[src/rtl/apu_frame_counter.sv]
// APU frame sequencer: emits quarter/half-frame clock enables and the frame IRQ,
// counting CPU cycles in 4-step or 5-step mode, with the delayed $4017 reset.
module apu_frame_counter #(
  parameter int STEP1     = 7457,
  parameter int STEP2     = 14913,
  parameter int STEP3     = 22371,
  parameter int STEP4     = 29829,
  parameter int STEP5     = 37281,
  parameter int CNT_WIDTH = 16
) (
  input  logic clk,
  input  logic rst,
  input  logic cpu_clk_en,
  input  logic apu_clk_en,
  input  logic reg_write,
  input  logic reg_mode,
  input  logic reg_irq_inhibit,
  input  logic irq_clear,
  output logic quarter_clk_en,
  output logic half_clk_en,
  output logic frame_irq
);

  localparam logic [CNT_WIDTH-1:0] S1_C   = CNT_WIDTH'(STEP1);
  localparam logic [CNT_WIDTH-1:0] S2_C   = CNT_WIDTH'(STEP2);
  localparam logic [CNT_WIDTH-1:0] S3_C   = CNT_WIDTH'(STEP3);
  localparam logic [CNT_WIDTH-1:0] S4M1_C = CNT_WIDTH'(STEP4 - 1);
  localparam logic [CNT_WIDTH-1:0] S4_C   = CNT_WIDTH'(STEP4);
  localparam logic [CNT_WIDTH-1:0] S5_C   = CNT_WIDTH'(STEP5);
  localparam logic [CNT_WIDTH-1:0] ZERO_C = {CNT_WIDTH{1'b0}};
  localparam logic [CNT_WIDTH-1:0] ONE_C  = CNT_WIDTH'(1);

  logic [CNT_WIDTH-1:0] cnt_q, cnt_d;
  logic [2:0]           delay_q, delay_d;
  logic mode_q, mode_d, inhibit_q, inhibit_d, irq_q, irq_d;
  logic wrapped_q, wrapped_d, pending_q, pending_d;
  logic ev_quarter_s, ev_half_s, ev_irq_s, ev_wrap_s, expire_s, irq_set_s;

  // A write on the expiry cycle restarts the delay instead of expiring it.
  assign expire_s  = pending_q & (delay_q == 3'd1) & ~reg_write;
  assign irq_set_s = ev_irq_s & ~inhibit_q & ~expire_s;

  always_comb begin
    ev_quarter_s = 1'b0;
    ev_half_s    = 1'b0;
    ev_irq_s     = 1'b0;
    ev_wrap_s    = 1'b0;
    if (!mode_q) begin
      if (cnt_q == S1_C || cnt_q == S3_C) begin
        ev_quarter_s = 1'b1;
      end else if (cnt_q == S2_C) begin
        ev_quarter_s = 1'b1;
        ev_half_s    = 1'b1;
      end else if (cnt_q == S4M1_C) begin
        ev_irq_s = 1'b1;
      end else if (cnt_q == S4_C) begin
        ev_quarter_s = 1'b1;
        ev_half_s    = 1'b1;
        ev_irq_s     = 1'b1;
        ev_wrap_s    = 1'b1;
      end else if (cnt_q == ZERO_C && wrapped_q) begin
        ev_irq_s = 1'b1;
      end else begin
        ev_wrap_s = 1'b0;
      end
    end else begin
      if (cnt_q == S1_C || cnt_q == S3_C) begin
        ev_quarter_s = 1'b1;
      end else if (cnt_q == S2_C) begin
        ev_quarter_s = 1'b1;
        ev_half_s    = 1'b1;
      end else if (cnt_q == S5_C) begin
        ev_quarter_s = 1'b1;
        ev_half_s    = 1'b1;
        ev_wrap_s    = 1'b1;
      end else begin
        ev_wrap_s = 1'b0;
      end
    end
  end

  always_comb begin
    cnt_d     = cnt_q;
    delay_d   = delay_q;
    mode_d    = mode_q;
    inhibit_d = inhibit_q;
    irq_d     = irq_q;
    wrapped_d = wrapped_q;
    pending_d = pending_q;
    if (cpu_clk_en) begin
      if (expire_s || ev_wrap_s) begin
        cnt_d = ZERO_C;
      end else begin
        cnt_d = cnt_q + ONE_C;
      end

      if (expire_s) begin
        wrapped_d = 1'b0;
      end else if (ev_wrap_s && !mode_q) begin
        wrapped_d = 1'b1;
      end else if (cnt_q == ZERO_C) begin
        wrapped_d = 1'b0;
      end else begin
        wrapped_d = wrapped_q;
      end

      if (reg_write) begin
        mode_d    = reg_mode;
        inhibit_d = reg_irq_inhibit;
        pending_d = 1'b1;
        delay_d   = apu_clk_en ? 3'd3 : 3'd4;
      end else if (pending_q) begin
        delay_d   = delay_q - 3'd1;
        pending_d = (delay_q != 3'd1);
      end else begin
        delay_d = delay_q;
      end

      // An inhibiting write beats a set event; a set event beats a status read.
      if (reg_write && reg_irq_inhibit) begin
        irq_d = 1'b0;
      end else if (irq_set_s) begin
        irq_d = 1'b1;
      end else if (irq_clear) begin
        irq_d = 1'b0;
      end else begin
        irq_d = irq_q;
      end
    end else begin
      cnt_d = cnt_q;
    end
  end

  always_ff @(posedge clk or posedge rst) begin
    if (rst) begin
      cnt_q     <= ZERO_C;
      delay_q   <= 3'd0;
      mode_q    <= 1'b0;
      inhibit_q <= 1'b0;
      irq_q     <= 1'b0;
      wrapped_q <= 1'b0;
      pending_q <= 1'b0;
    end else begin
      cnt_q     <= cnt_d;
      delay_q   <= delay_d;
      mode_q    <= mode_d;
      inhibit_q <= inhibit_d;
      irq_q     <= irq_d;
      wrapped_q <= wrapped_d;
      pending_q <= pending_d;
    end
  end

  // Strobes must coincide with the CPU-cycle enable, so they are decoded from state.
  always_comb begin
    if (cpu_clk_en) begin
      quarter_clk_en = expire_s ? mode_q : ev_quarter_s;
      half_clk_en    = expire_s ? mode_q : ev_half_s;
    end else begin
      quarter_clk_en = 1'b0;
      half_clk_en    = 1'b0;
    end
    frame_irq = irq_q;
  end

endmodule

[config.mk]
export PLATFORM = sky130hd
export DESIGN_NAME = apu_frame_counter
export DESIGN_NICKNAME = d
export VERILOG_FILES = /design/src/rtl/apu_frame_counter.sv
export SDC_FILE = /design/constraint.sdc
export NUM_CORES = 1
export LEC_CHECK = 0
export ABC_AREA = 1
export CORE_AREA = 2 2 69 55
export CTS_BUF_LIST = sky130_fd_sc_hd__clkbuf_2 sky130_fd_sc_hd__clkbuf_4 sky130_fd_sc_hd__clkbuf_8
export DETAILED_ROUTE_END_ITERATION = 7
export DIE_AREA = 0 0 71 57
export DONT_BUFFER_PORTS = 1
export PLACE_DENSITY = 0.69
export SYNTH_ARGS = -nofsm -noshare
export SYNTH_HDL_FRONTEND = slang
export SYNTH_SLANG_ARGS = --single-unit
export TNS_END_PERCENT = 10
[constraint.sdc]
create_clock -name clk -period 2.1 [get_ports clk]
set_input_delay 0.525 -clock clk [delete_from_list [all_inputs] [get_ports clk]]
set_output_delay 0.525 -clock clk [all_outputs]
set_load 0.03 [all_outputs]
==> metrics.cfg <==
[finish]
nNetsFinal = 295
drive_gt1_frac = 0.2456
finalInstanceArea_mm2 = 0.002093
final_cells = 323
nFillCells = 292
n_antenna_cell = 0
syn2layout_area_growth_pct = 17.24

[drt]
dr.pass1.iters = 4
drt-total-wl_um = 4188
viasPerCell = 5.173
route.detailed.drc = 0
antenna_left = 0
dr.first_iter.drc_count = 117
wl_per_cell_um = 12.97
vias = 1671

[setup_path]
cp-startpoint = cnt_q[1]$_DFFE_PP0P_
path_class = reg -> out
start_kind = register
crit_top_cell = nor2_2
r2r-end = cnt_q[14]$_DFFE_PP0P_
crit_chain = inv_2, buf_6, ha_4, nand3_4, nor2_4, nor2_2, nand2_2, nand3_2, nor2_2, nor2_1, buf_4
ff2ff_setup_slack_ns = 0.01
slowest_stage = dfrtp_1
timing.rr.start = cnt_q[1]$_DFFE_PP0P_
setup.worst_path.end = quarter_clk_en
cp_max_fo = 3
required_ns = 1.57
cp-end-kind = output pin
r2r_cells = 16
cpPeakStageDelay_ns = 0.41
worstPathArrival_ns = 1.89

[floorplanning]
die-area_mm2 = 0.004047
die_y_um = 57
placementRows = 19
initial_utilization = 0.5180
ios = 11
fp.coreArea_mm2 = 0.003447
die_w_um = 71

[synthesis]
ys_seq_area_frac = 0.3364
synth-seq-cells = 24
synth.avg_cell_area_um2 = 6.789
synth_cells = 263
synth_fp_nets = 276
yosysTopAreaCell = dfrtp_1
synthDistinctLibCells = 26
synth_area_leaders = dfrtp_1 34%, nand2_1 14%, nor2_1 8.2%
synth_top_area_frac = 0.3364
ys_warn_count = 0
synth_area_mm2 = 0.001785

[global_routing]
top_usage_layer = met2
met2_usage = 0.3271
use_met1 = 0.3143
grt_max_degree = 25
grt-ovfl-total = 0
grt_usage = 0.2197
grt_pass1_wl_um = 6982
antenna_found_initial = 0
grt_pass1_vias = 1556
use_met3 = 0.05124

[power]
p_per_area_mw_per_mm2 = 892.7
pwr-share-seq = 0.411
p_int_uw = 1093
p_sw_frac = 0.4153
power_frac_clock = 0.170
pwr-share-comb = 0.420
power_switching_uw = 776.1
p_leak_uw = 0.001000
ir_worst_vdd_uv = 603.3

[status]
outcome = finished with violations
violations = negative setup slack

[clock_tree]
clk_pin_slew_worst_paths_ns = 0.08
ctsLongestPathBuffers = 2
clockRootBuffer = clkbuf_8
cts_tree = built
cts.sinks = 24
h-tree-depth = 1
cts_buffers = 3
clk_latency_ns = 0.27

[run]
max_cap_violations = 0

[sta]
setup_ws_ns = -0.3119
fmax_mhz = 414.6
clock_skew_ns = 0.002933
whs_ns = 0.1822
grt_setup_unrepaired = yes
slew_headroom = 0.6920
slew_violations = 0
finalHoldViolCount = 0
setup_tns_ns = -0.4115
setup_viol = 2
post-route-min-period_ns = 2.412
fin_crit_sh = 1.149
worst_pin_slew_ns = 0.4609

[placement]
dp_slack_ns = 0.02231
io_buffers = 0
placed_cells = 306
globalplace.congestion = 0.9273
dp_hpwl_um = 2862
place_area_mm2 = 0.001834

[min_path]
hold_path_class = in -> async

[registers in the layout, indices dropped and copies added, names as in the netlist]
| signal | cells |
|---|---|
| cnt_q | 16 |
| delay_q | 3 |
| inhibit_q | 1 |
| mode_q | 1 |
| pending_q | 1 |
| frame_irq | 1 |
| wrapped_q | 1 |
[worst min path at each step]
stage,slack (ns),cells after the start,endpoint,from
after floorplan,0.46,2,pending_q$_DFFE_PP0P_,pending_q$_DFFE_PP0P_
after global placement,0.47,2,pending_q$_DFFE_PP0P_,pending_q$_DFFE_PP0P_
after detailed placement,0.48,2,pending_q$_DFFE_PP0P_,pending_q$_DFFE_PP0P_
after CTS,0.19,2,delay_q[2]$_DFFE_PP0P_,rst
after global routing,0.22,2,delay_q[2]$_DFFE_PP0P_,rst
final,0.18,2,delay_q[2]$_DFFE_PP0P_,rst
[cell usage after synthesis]
| cell type | instances |
|---|---|
| buf_8 | 1 |
| ha_1 | 5 |
| nor3b_1 | 1 |
| o21ai_0 | 8 |
| nand3b_2 | 1 |
| nand2_1 | 65 |
| xor2_1 | 9 |
| nor2_4 | 3 |
| nor3_1 | 3 |
| o21ai_1 | 2 |
| o22ai_1 | 1 |
| nand4_1 | 9 |
| nand3_1 | 24 |
| nor2_2 | 16 |
| nand2_2 | 3 |
| inv_4 | 1 |
| nand3b_1 | 1 |
| clkinv_2 | 1 |
| inv_2 | 2 |
| o21bai_2 | 1 |
| nor2_1 | 39 |
| clkbuf_1 | 1 |
| a21oi_1 | 4 |
| inv_1 | 36 |
| buf_6 | 2 |
| dfrtp_1 | 24 |
[cell usage in the layout, fill, tap and decap left out, drive strengths merged]
| cell type | n |
|---|---|
| clkbuf | 4 |
| nor2 | 58 |
| o21ai | 10 |
| nand2 | 68 |
| nand3b | 2 |
| clkinv | 1 |
| nand3 | 24 |
| ha | 5 |
| dfrtp | 24 |
| buf | 18 |
| inv | 39 |
| a21oi | 4 |
| o21bai | 1 |
| nor3 | 3 |
| nor3b | 1 |
| xor2 | 9 |
| o22ai | 1 |
| nand4 | 9 |
[layout make-up]
cell class,count,area [um^2],share of cell area
multi-input cells,195,1057,0.5051
flip-flops and latches,24,605.6,0.2893
repair buffers,18,168.9,0.08069
inverters,40,153.9,0.07352
clock buffers,4,55.05,0.02630
well taps,42,52.55,0.02510
[power by group through the flow]
| stage | registers (uW) | clock network (uW) | logic, uW |
|---|---|---|---|
| 2_1_floorplan | 719 | 0 | 539 |
| 3_3_place_gp | 754 | 0 | 643 |
| 3_5_place_dp | 761 | 0 | 645 |
| 4_1_cts | 760 | 331 | 712 |
| 5_1_grt | 790 | 341 | 899 |
| 6_report | 767 | 317 | 784 |
[what timing repair did]
action | in CTS | in global routing
resized for setup | 16 | 16
setup endpoints to repair | 2 | 3
hold buffers | 0 | 0
pin swaps | 3 | 8
setup buffers | 11 | 3
[through the flow]
step                total power, uW    util
floorplan                      1259       -
global placement               1397  0.5321
detailed placement             1405  0.5321
CTS                            1803  0.5869
global route                   2030  0.6073
finish                         1869  0.6073
[kinds of logic after synthesis]
family | count (synthesis) | share of synthesized area
adder cells (fa/ha/maj) | 5 | 0.03504
buffers and inverters | 44 | 0.1093
flip-flops | 24 | 0.3364
AND/OR/NAND/NOR | 165 | 0.4261
XOR/XNOR | 9 | 0.04415
AO/OA/AOI/OAI | 16 | 0.04906
[layer usage]
metal  vias up  wire (um)
li1        856          -
met1       761       2076
met2        47       1821
met3         7        225
met4         0         63
met5         -          0
[critical path: cells and delay by family, from the launching register on]
family | cells | cell delay [ns]
fa+ha+maj | 1 | 0.14
flops | 1 | 0.41
simple gates | 7 | 0.69
buf+inv | 3 | 0.37
(Power assumes the default switching activity.)
